===== src/rtl/data_read_pkg.sv =====
// Shared definitions for the AXI slave read path: burst/response codes and FSM states.
package data_read_pkg;

  localparam logic [1:0] BURST_FIXED = 2'd0;
  localparam logic [1:0] BURST_INCR  = 2'd1;
  localparam logic [1:0] BURST_WRAP  = 2'd2;
  localparam logic [1:0] BURST_RSVD  = 2'd3;

  localparam logic [1:0] RESP_OKAY   = 2'b00;
  localparam logic [1:0] RESP_SLVERR = 2'b10;

  typedef enum logic [1:0] {
    ST_IDLE,
    ST_FETCH,
    ST_SEND
  } rd_state_t;

  // A wrapping burst must span 2, 4, 8 or 16 beats.
  function automatic logic wrap_len_ok(input int len);
    return (len == 1) || (len == 3) || (len == 7) || (len == 15);
  endfunction

endpackage


===== src/rtl/burst_addr_gen.sv =====
// Combinational next-beat address for FIXED, INCR and WRAP bursts; shared with the write path.
module burst_addr_gen
  import data_read_pkg::*;
#(
  parameter int ADD_WIDTH  = 32,
  parameter int BURST_LEN  = 4,
  parameter int BURST_SIZE = 3,
  parameter int BURST_TYPE = 2
) (
  input  logic [ADD_WIDTH-1:0]  cur_addr,
  input  logic [BURST_SIZE-1:0] size,
  input  logic [BURST_LEN-1:0]  len,
  input  logic [BURST_TYPE-1:0] burst,
  output logic [ADD_WIDTH-1:0]  next_addr
);

  localparam logic [ADD_WIDTH-1:0] ONE = ADD_WIDTH'(1);

  logic [ADD_WIDTH-1:0] bytes;
  logic [ADD_WIDTH-1:0] aligned;
  logic [ADD_WIDTH-1:0] total;
  logic [ADD_WIDTH-1:0] base;
  logic [ADD_WIDTH-1:0] incr;

  // NOTE: every output of a combinational block gets a default on every path, so no latch is inferred.
  always_comb begin
    bytes     = ONE << size;
    aligned   = cur_addr & ~(bytes - ONE);
    total     = bytes * (ADD_WIDTH'(len) + ONE);
    base      = cur_addr & ~(total - ONE);
    incr      = aligned + bytes;
    next_addr = incr;
    if (burst == BURST_TYPE'(BURST_FIXED)) begin
      next_addr = cur_addr;
    end else if (burst == BURST_TYPE'(BURST_WRAP)) begin
      next_addr = (incr == base + total) ? base : incr;
    end
  end

endmodule


===== src/rtl/data_read.sv =====
// AXI R-channel responder: fetches each burst beat from synchronous memory and returns it with RID/RRESP/RLAST.
module data_read
  import data_read_pkg::*;
#(
  parameter int ADD_ID_WIDTH   = 4,
  parameter int ADD_WIDTH      = 32,
  parameter int BURST_LEN      = 4,
  parameter int BURST_SIZE     = 3,
  parameter int BURST_TYPE     = 2,
  parameter int DATA_WIDTH     = 32,
  parameter int MEM_ADDR_WIDTH = 10
) (
  input  logic                      clk,
  input  logic                      reset,
  input  logic                      cmd_valid_in,
  output logic                      cmd_ready_out,
  input  logic [ADD_WIDTH-1:0]      addr_in,
  input  logic [ADD_ID_WIDTH-1:0]   id_in,
  input  logic [BURST_LEN-1:0]      len_in,
  input  logic [BURST_SIZE-1:0]     size_in,
  input  logic [BURST_TYPE-1:0]     burst_in,
  output logic                      mem_rd_en,
  output logic [MEM_ADDR_WIDTH-1:0] mem_rd_addr,
  input  logic [DATA_WIDTH-1:0]     mem_rd_data,
  output logic [ADD_ID_WIDTH-1:0]   rid,
  output logic [DATA_WIDTH-1:0]     rdata,
  output logic [1:0]                rresp,
  output logic                      rlast,
  output logic                      rvalid,
  input  logic                      rready
);

  localparam int LANE_BITS = $clog2(DATA_WIDTH / 8);

  rd_state_t             state;
  logic [ADD_WIDTH-1:0]  cur_addr;
  logic [ADD_WIDTH-1:0]  next_addr;
  logic [BURST_LEN-1:0]  len_q;
  logic [BURST_LEN-1:0]  beat;
  logic [BURST_SIZE-1:0] size_q;
  logic [BURST_TYPE-1:0] burst_q;
  logic                  err_q;
  logic                  cmd_err;

  always_comb begin
    cmd_err = 1'b0;
    if (burst_in == BURST_TYPE'(BURST_RSVD)) cmd_err = 1'b1;
    if (int'(size_in) > LANE_BITS) cmd_err = 1'b1;
    if (burst_in == BURST_TYPE'(BURST_WRAP) && !wrap_len_ok(int'(len_in))) cmd_err = 1'b1;
  end

  burst_addr_gen #(
    .ADD_WIDTH (ADD_WIDTH),
    .BURST_LEN (BURST_LEN),
    .BURST_SIZE(BURST_SIZE),
    .BURST_TYPE(BURST_TYPE)
  ) u_addr_gen (
    .cur_addr (cur_addr),
    .size     (size_q),
    .len      (len_q),
    .burst    (burst_q),
    .next_addr(next_addr)
  );

  // Ready depends on state only, never on cmd_valid_in, to keep the address stage loop-free.
  assign cmd_ready_out = (state == ST_IDLE) && !reset;

  // Memory holds its output until the next read strobe, so rdata is stable through stalls.
  assign rdata = (state == ST_SEND && !err_q) ? mem_rd_data : '0;

  // NOTE: sequential state uses non-blocking assignments so every register samples pre-edge values.
  always_ff @(posedge clk) begin
    if (reset) begin
      state       <= ST_IDLE;
      cur_addr    <= '0;
      len_q       <= '0;
      beat        <= '0;
      size_q      <= '0;
      burst_q     <= '0;
      err_q       <= 1'b0;
      rid         <= '0;
      rresp       <= RESP_OKAY;
      rlast       <= 1'b0;
      rvalid      <= 1'b0;
      mem_rd_en   <= 1'b0;
      mem_rd_addr <= '0;
    end else begin
      case (state)
        ST_IDLE: begin
          if (cmd_valid_in) begin
            cur_addr    <= addr_in;
            rid         <= id_in;
            len_q       <= len_in;
            size_q      <= size_in;
            burst_q     <= burst_in;
            beat        <= '0;
            err_q       <= cmd_err;
            mem_rd_en   <= !cmd_err;
            mem_rd_addr <= addr_in[LANE_BITS +: MEM_ADDR_WIDTH];
            state       <= ST_FETCH;
          end
        end
        ST_FETCH: begin
          mem_rd_en <= 1'b0;
          rvalid    <= 1'b1;
          rresp     <= err_q ? RESP_SLVERR : RESP_OKAY;
          rlast     <= (beat == len_q);
          state     <= ST_SEND;
        end
        ST_SEND: begin
          if (rready) begin
            rvalid <= 1'b0;
            rlast  <= 1'b0;
            if (rlast) begin
              state <= ST_IDLE;
            end else begin
              beat        <= beat + BURST_LEN'(1);
              cur_addr    <= next_addr;
              mem_rd_en   <= !err_q;
              mem_rd_addr <= next_addr[LANE_BITS +: MEM_ADDR_WIDTH];
              state       <= ST_FETCH;
            end
          end
        end
        default: state <= ST_IDLE;
      endcase
    end
  end

endmodule


===== config.mk =====
export PLATFORM = sky130hd
export DESIGN_NAME = data_read
export DESIGN_NICKNAME = d
export VERILOG_FILES = /design/src/rtl/data_read_pkg.sv /design/src/rtl/burst_addr_gen.sv /design/src/rtl/data_read.sv
export SDC_FILE = /design/constraint.sdc
export NUM_CORES = 1
export LEC_CHECK = 0
export BUFFER_PORTS_ARGS = -buffer_cell sky130_fd_sc_hd__buf_2
export CELL_PAD_IN_SITES_DETAIL_PLACEMENT = 1
export CELL_PAD_IN_SITES_GLOBAL_PLACEMENT = 1
export CORE_MARGIN = 1.5
export CORE_UTILIZATION = 46
export CTS_CLUSTER_DIAMETER = 200
export DETAILED_ROUTE_END_ITERATION = 8
export PLACE_DENSITY_LB_ADDON = 0.1
export SLEW_MARGIN = 5
export SYNTH_ARGS = -nofsm -noshare
export SYNTH_HDL_FRONTEND = slang
export SYNTH_SLANG_ARGS = --single-unit
export TNS_END_PERCENT = 20

===== constraint.sdc =====
create_clock -name clk -period 13.9 [get_ports clk]
set_clock_uncertainty 0.2 [all_clocks]
set_input_delay 2.78 -clock clk [delete_from_list [all_inputs] [get_ports clk]]
set_output_delay 2.78 -clock clk [all_outputs]
set_load 0.02 [all_outputs]

==> parameters.txt <==
Parameter                              Value

Route
  Total DRC errors in the routed layout    0
  Total wire length    30,110 um
  Mean routed wirelength per cell    ~22 um
  Number of search-and-repair iterations in the first detailed-routing pass    5
  Violation count after the first detailed-route iteration    approximately 720
  Avg Vias per Cell    6.336
  Detailed-route via count    8,813
  Count of nets left with antenna violations after detail routing    0

Synthesis
  Yosys top cell area share    0.1407
  Leading register cell type out of synthesis    dfxtp_1
  Seq cells post-synth    56
  Largest cells by area after synthesis    dfxtp_1, ha_1, nand2_1
  Number of distinct library cell variants in the gate-level netlist after synthesis    95
  Total nets after synthesis    between 1,000 and 1,500
  Number of synthesized flops with an enable pin    0
  Cell count after synthesis    1,099
  Mean area per synthesized cell    7.249 um^2
  Syn Std Cell Area    0.007966 mm^2
  Sequential share of the synthesized area    0.1407
  Ys async rst share    0
  Total number of yosys warnings    0
  Top cell type by total area after synthesis    dfxtp_1

Worst setup path
  Endpoint class of the critical path    flop
  Worst flop-to-flop path endpoint    cur_addr[31]
  Largest fanout of any net on the critical path    23
  Top Family by Delay on Critical Path    simple AND/OR/NAND/NOR gates
  Critical path data arrival time    10.62 ns
  Register-to-register setup slack    3.25 ns
  Slowest stage cell, crit path    nor4b_4
  Required @ worst endpoint    13.87 ns
  Startpoint types    flop
  Kind of critical path    reg2reg
  Worst stage delay on the critical path    roughly 0.84 ns
  Sum of buffers and inverters on the critical path    2
  Depth of the worst register-to-register path    28
  Launch point of the worst reg-to-reg path    size_q[0]

Clock tree
  Clock Sink Count    56
  Deepest clock path buffer count    2
  TritonCTS clock tree    done
  Worst skew pair latency    0.33 ns
  H-tree lvl count    2
  Hold-fix buffer count after cts    0
  Cell at the root of the clock tree    clkbuf_16
  Buffers inserted during post-CTS setup optimization    0
  Clock Pin Slew Worst Setup and Hold Paths    approximately 0.080 ns
  TritonCTS Buffers    5
  Post-cts repair resize count    0

Power and ir drop
  Logic gate share of total power    0.639
  Sequential share of power    0.252
  Switching share of power    0.5554
  Portion of total power attributed to the clock network    0.109
  Power Density    roughly 150 mW/mm^2
  Peak supply drop    between 0.09 and 0.1 mV
  P_int    0.5854 mW
  LEAKAGE    3.722 nW
  Net switching power    around 0.73 mW
  Final Power    1.316 mW

Timing
  Total negative slack    0 ns
  Maximum frequency from static timing analysis    93.89 MHz
  Share of the clock period used by the worst path    0.7662
  Hold violation count in the final report    0
  Final setup violation count    0
  Worst Hold Margin    0.2561 ns
  Final min period    10.65 ns
  Worst slew slack as a fraction of its limit    0.2398
  Least setup slack across all paths after layout    3.249 ns
  Worst-margin pin slew    1.136 ns
  RSZ-0062 raised after global routing    false
  Final number of max-transition violations    0

Placement
  RePlAce Congestion    0.9863
  Placement Cell Area    between 0.008 and 0.009 mm^2
  Pre-CTS setup slack    3.356 ns
  DPL Wire Length    23,680 um
  Input/output buffers    approximately 130

Layout
  Number of inserted diodes    0
  Layout overhead on the synthesized area    10.10%
  Non-Filler Cell Area, Final    slightly below 0.009 mm^2
  Nets@finish    1,308
  Most frequent cells in the layout    buf_2, nand2_1, nor2_1
  Commonest non-fill, non-tap cell in the layout    buf_2
  Layout cells sized above 1    0.1665

Global route
  Antenna violations before repair    1
  First-pass GRT wire length    47,270 um
  GRT overflow    0
  GRT Overall Usage    0.3296
  Number of global-route vias before repair    8,680
  Pin count of the biggest net entering global routing    62

Hold path
  Worst min path class    reg2reg
  Startpoint of the worst hold path    rid[2]
  Number of instances on the worst hold path    2
  Worst min-delay path endpoint    rid[2]

Die
  Die ar.    0.01812 mm^2
  Die height    134.6 um
  Floorplan row count    47
  I/O pin count    133
  Effective utilization at floorplan    0.4753
  Horiz. Die Dim    134.6 um
  Placeable core region    0.01676 mm^2

Run
  Maxcap violations    0

Status
  Run status    completed
[per-layer routing]
metal | share of wire | global-route usage | vias to the layer above
li1 | - | - | 4142
met1 | 0.45 | 0.4534 | 4266
met2 | 0.46 | 0.5453 | 353
met3 | 0.066 | 0.04129 | 52
met4 | 0.025 | 0.08662 | 0
met5 | 0 | 0 | -
[cells by family after synthesis]
group	count (synthesis)	synth area share
AO/OA/AOI/OAI	286	0.2613
buffers and inverters	132	0.06926
AND/OR/NAND/NOR	478	0.3135
XOR/XNOR	65	0.07790
other	1	0.0004707
flip-flops	56	0.1407
multiplexers	24	0.03031
adder cells (fa/ha/maj)	57	0.1065
[cell type report]
class / instances / area, um^2
fill: 2232 / 7989
timing repair buffer: 139 / 715.7
multi-input combinational: 911 / 6297
inverter: 57 / 214.0
clock inverter: 3 / 22.52
sequential: 56 / 1121
clock buffer: 5 / 125.1
tap: 220 / 275.3
[worst max-delay path by stage]
stage,from,to,cells after the start
global route,size_q[0],cur_addr[31],28
detailed placement,size_q[0],cur_addr[31],28
finish,size_q[0],cur_addr[31],28
global placement,len_q[0],cur_addr[31],30
floorplan,len_q[0],cur_addr[19],32
CTS,size_q[0],cur_addr[31],28
[flip-flops by register name, indices dropped and copies added, names as in the netlist, 2 cells and up]
register,cells
len_q,4
burst_q,2
rid,4
cur_addr,22
size_q,3
state,2
beat,4
mem_rd_addr,10
[stage by stage]
step,utilization,std cells
2_1_floorplan,-,1099
3_3_place_gp,0.5145,1383
3_5_place_dp,0.5145,1383
4_1_cts,0.5233,1391
5_1_grt,0.5233,1391
6_report,0.5233,1391
[tightest hold or removal path, stage by stage (launching register included)]
cell and delay [ns]:
dfxtp_1 0.31, nand2_1 0.05, a21oi_1 0.05
[cell usage after synthesis, types with 17 or more instances]
master	instances
a21oi_1	73
and2_1	53
and3_1	22
clkbuf_1	57
dfxtp_1	56
fa_1	18
ha_1	39
inv_1	56
mux2i_1	23
nand2_1	116
nand3_1	40
nand4_1	17
nor2_1	107
nor3_1	29
o21ai_0	30
xnor2_1	42
xor2_1	19
[power groups by stage]
stage	Sequential, mW	Combinational (mW)	Clock [mW]
3_3_place_gp	0.328	0.807	0
4_1_cts	0.326	0.830	0.144
3_5_place_dp	0.330	0.827	0
2_1_floorplan	0.262	0.650	0
6_report	0.331	0.842	0.143
5_1_grt	0.341	0.916	0.148
(Power assumes the default switching activity.)
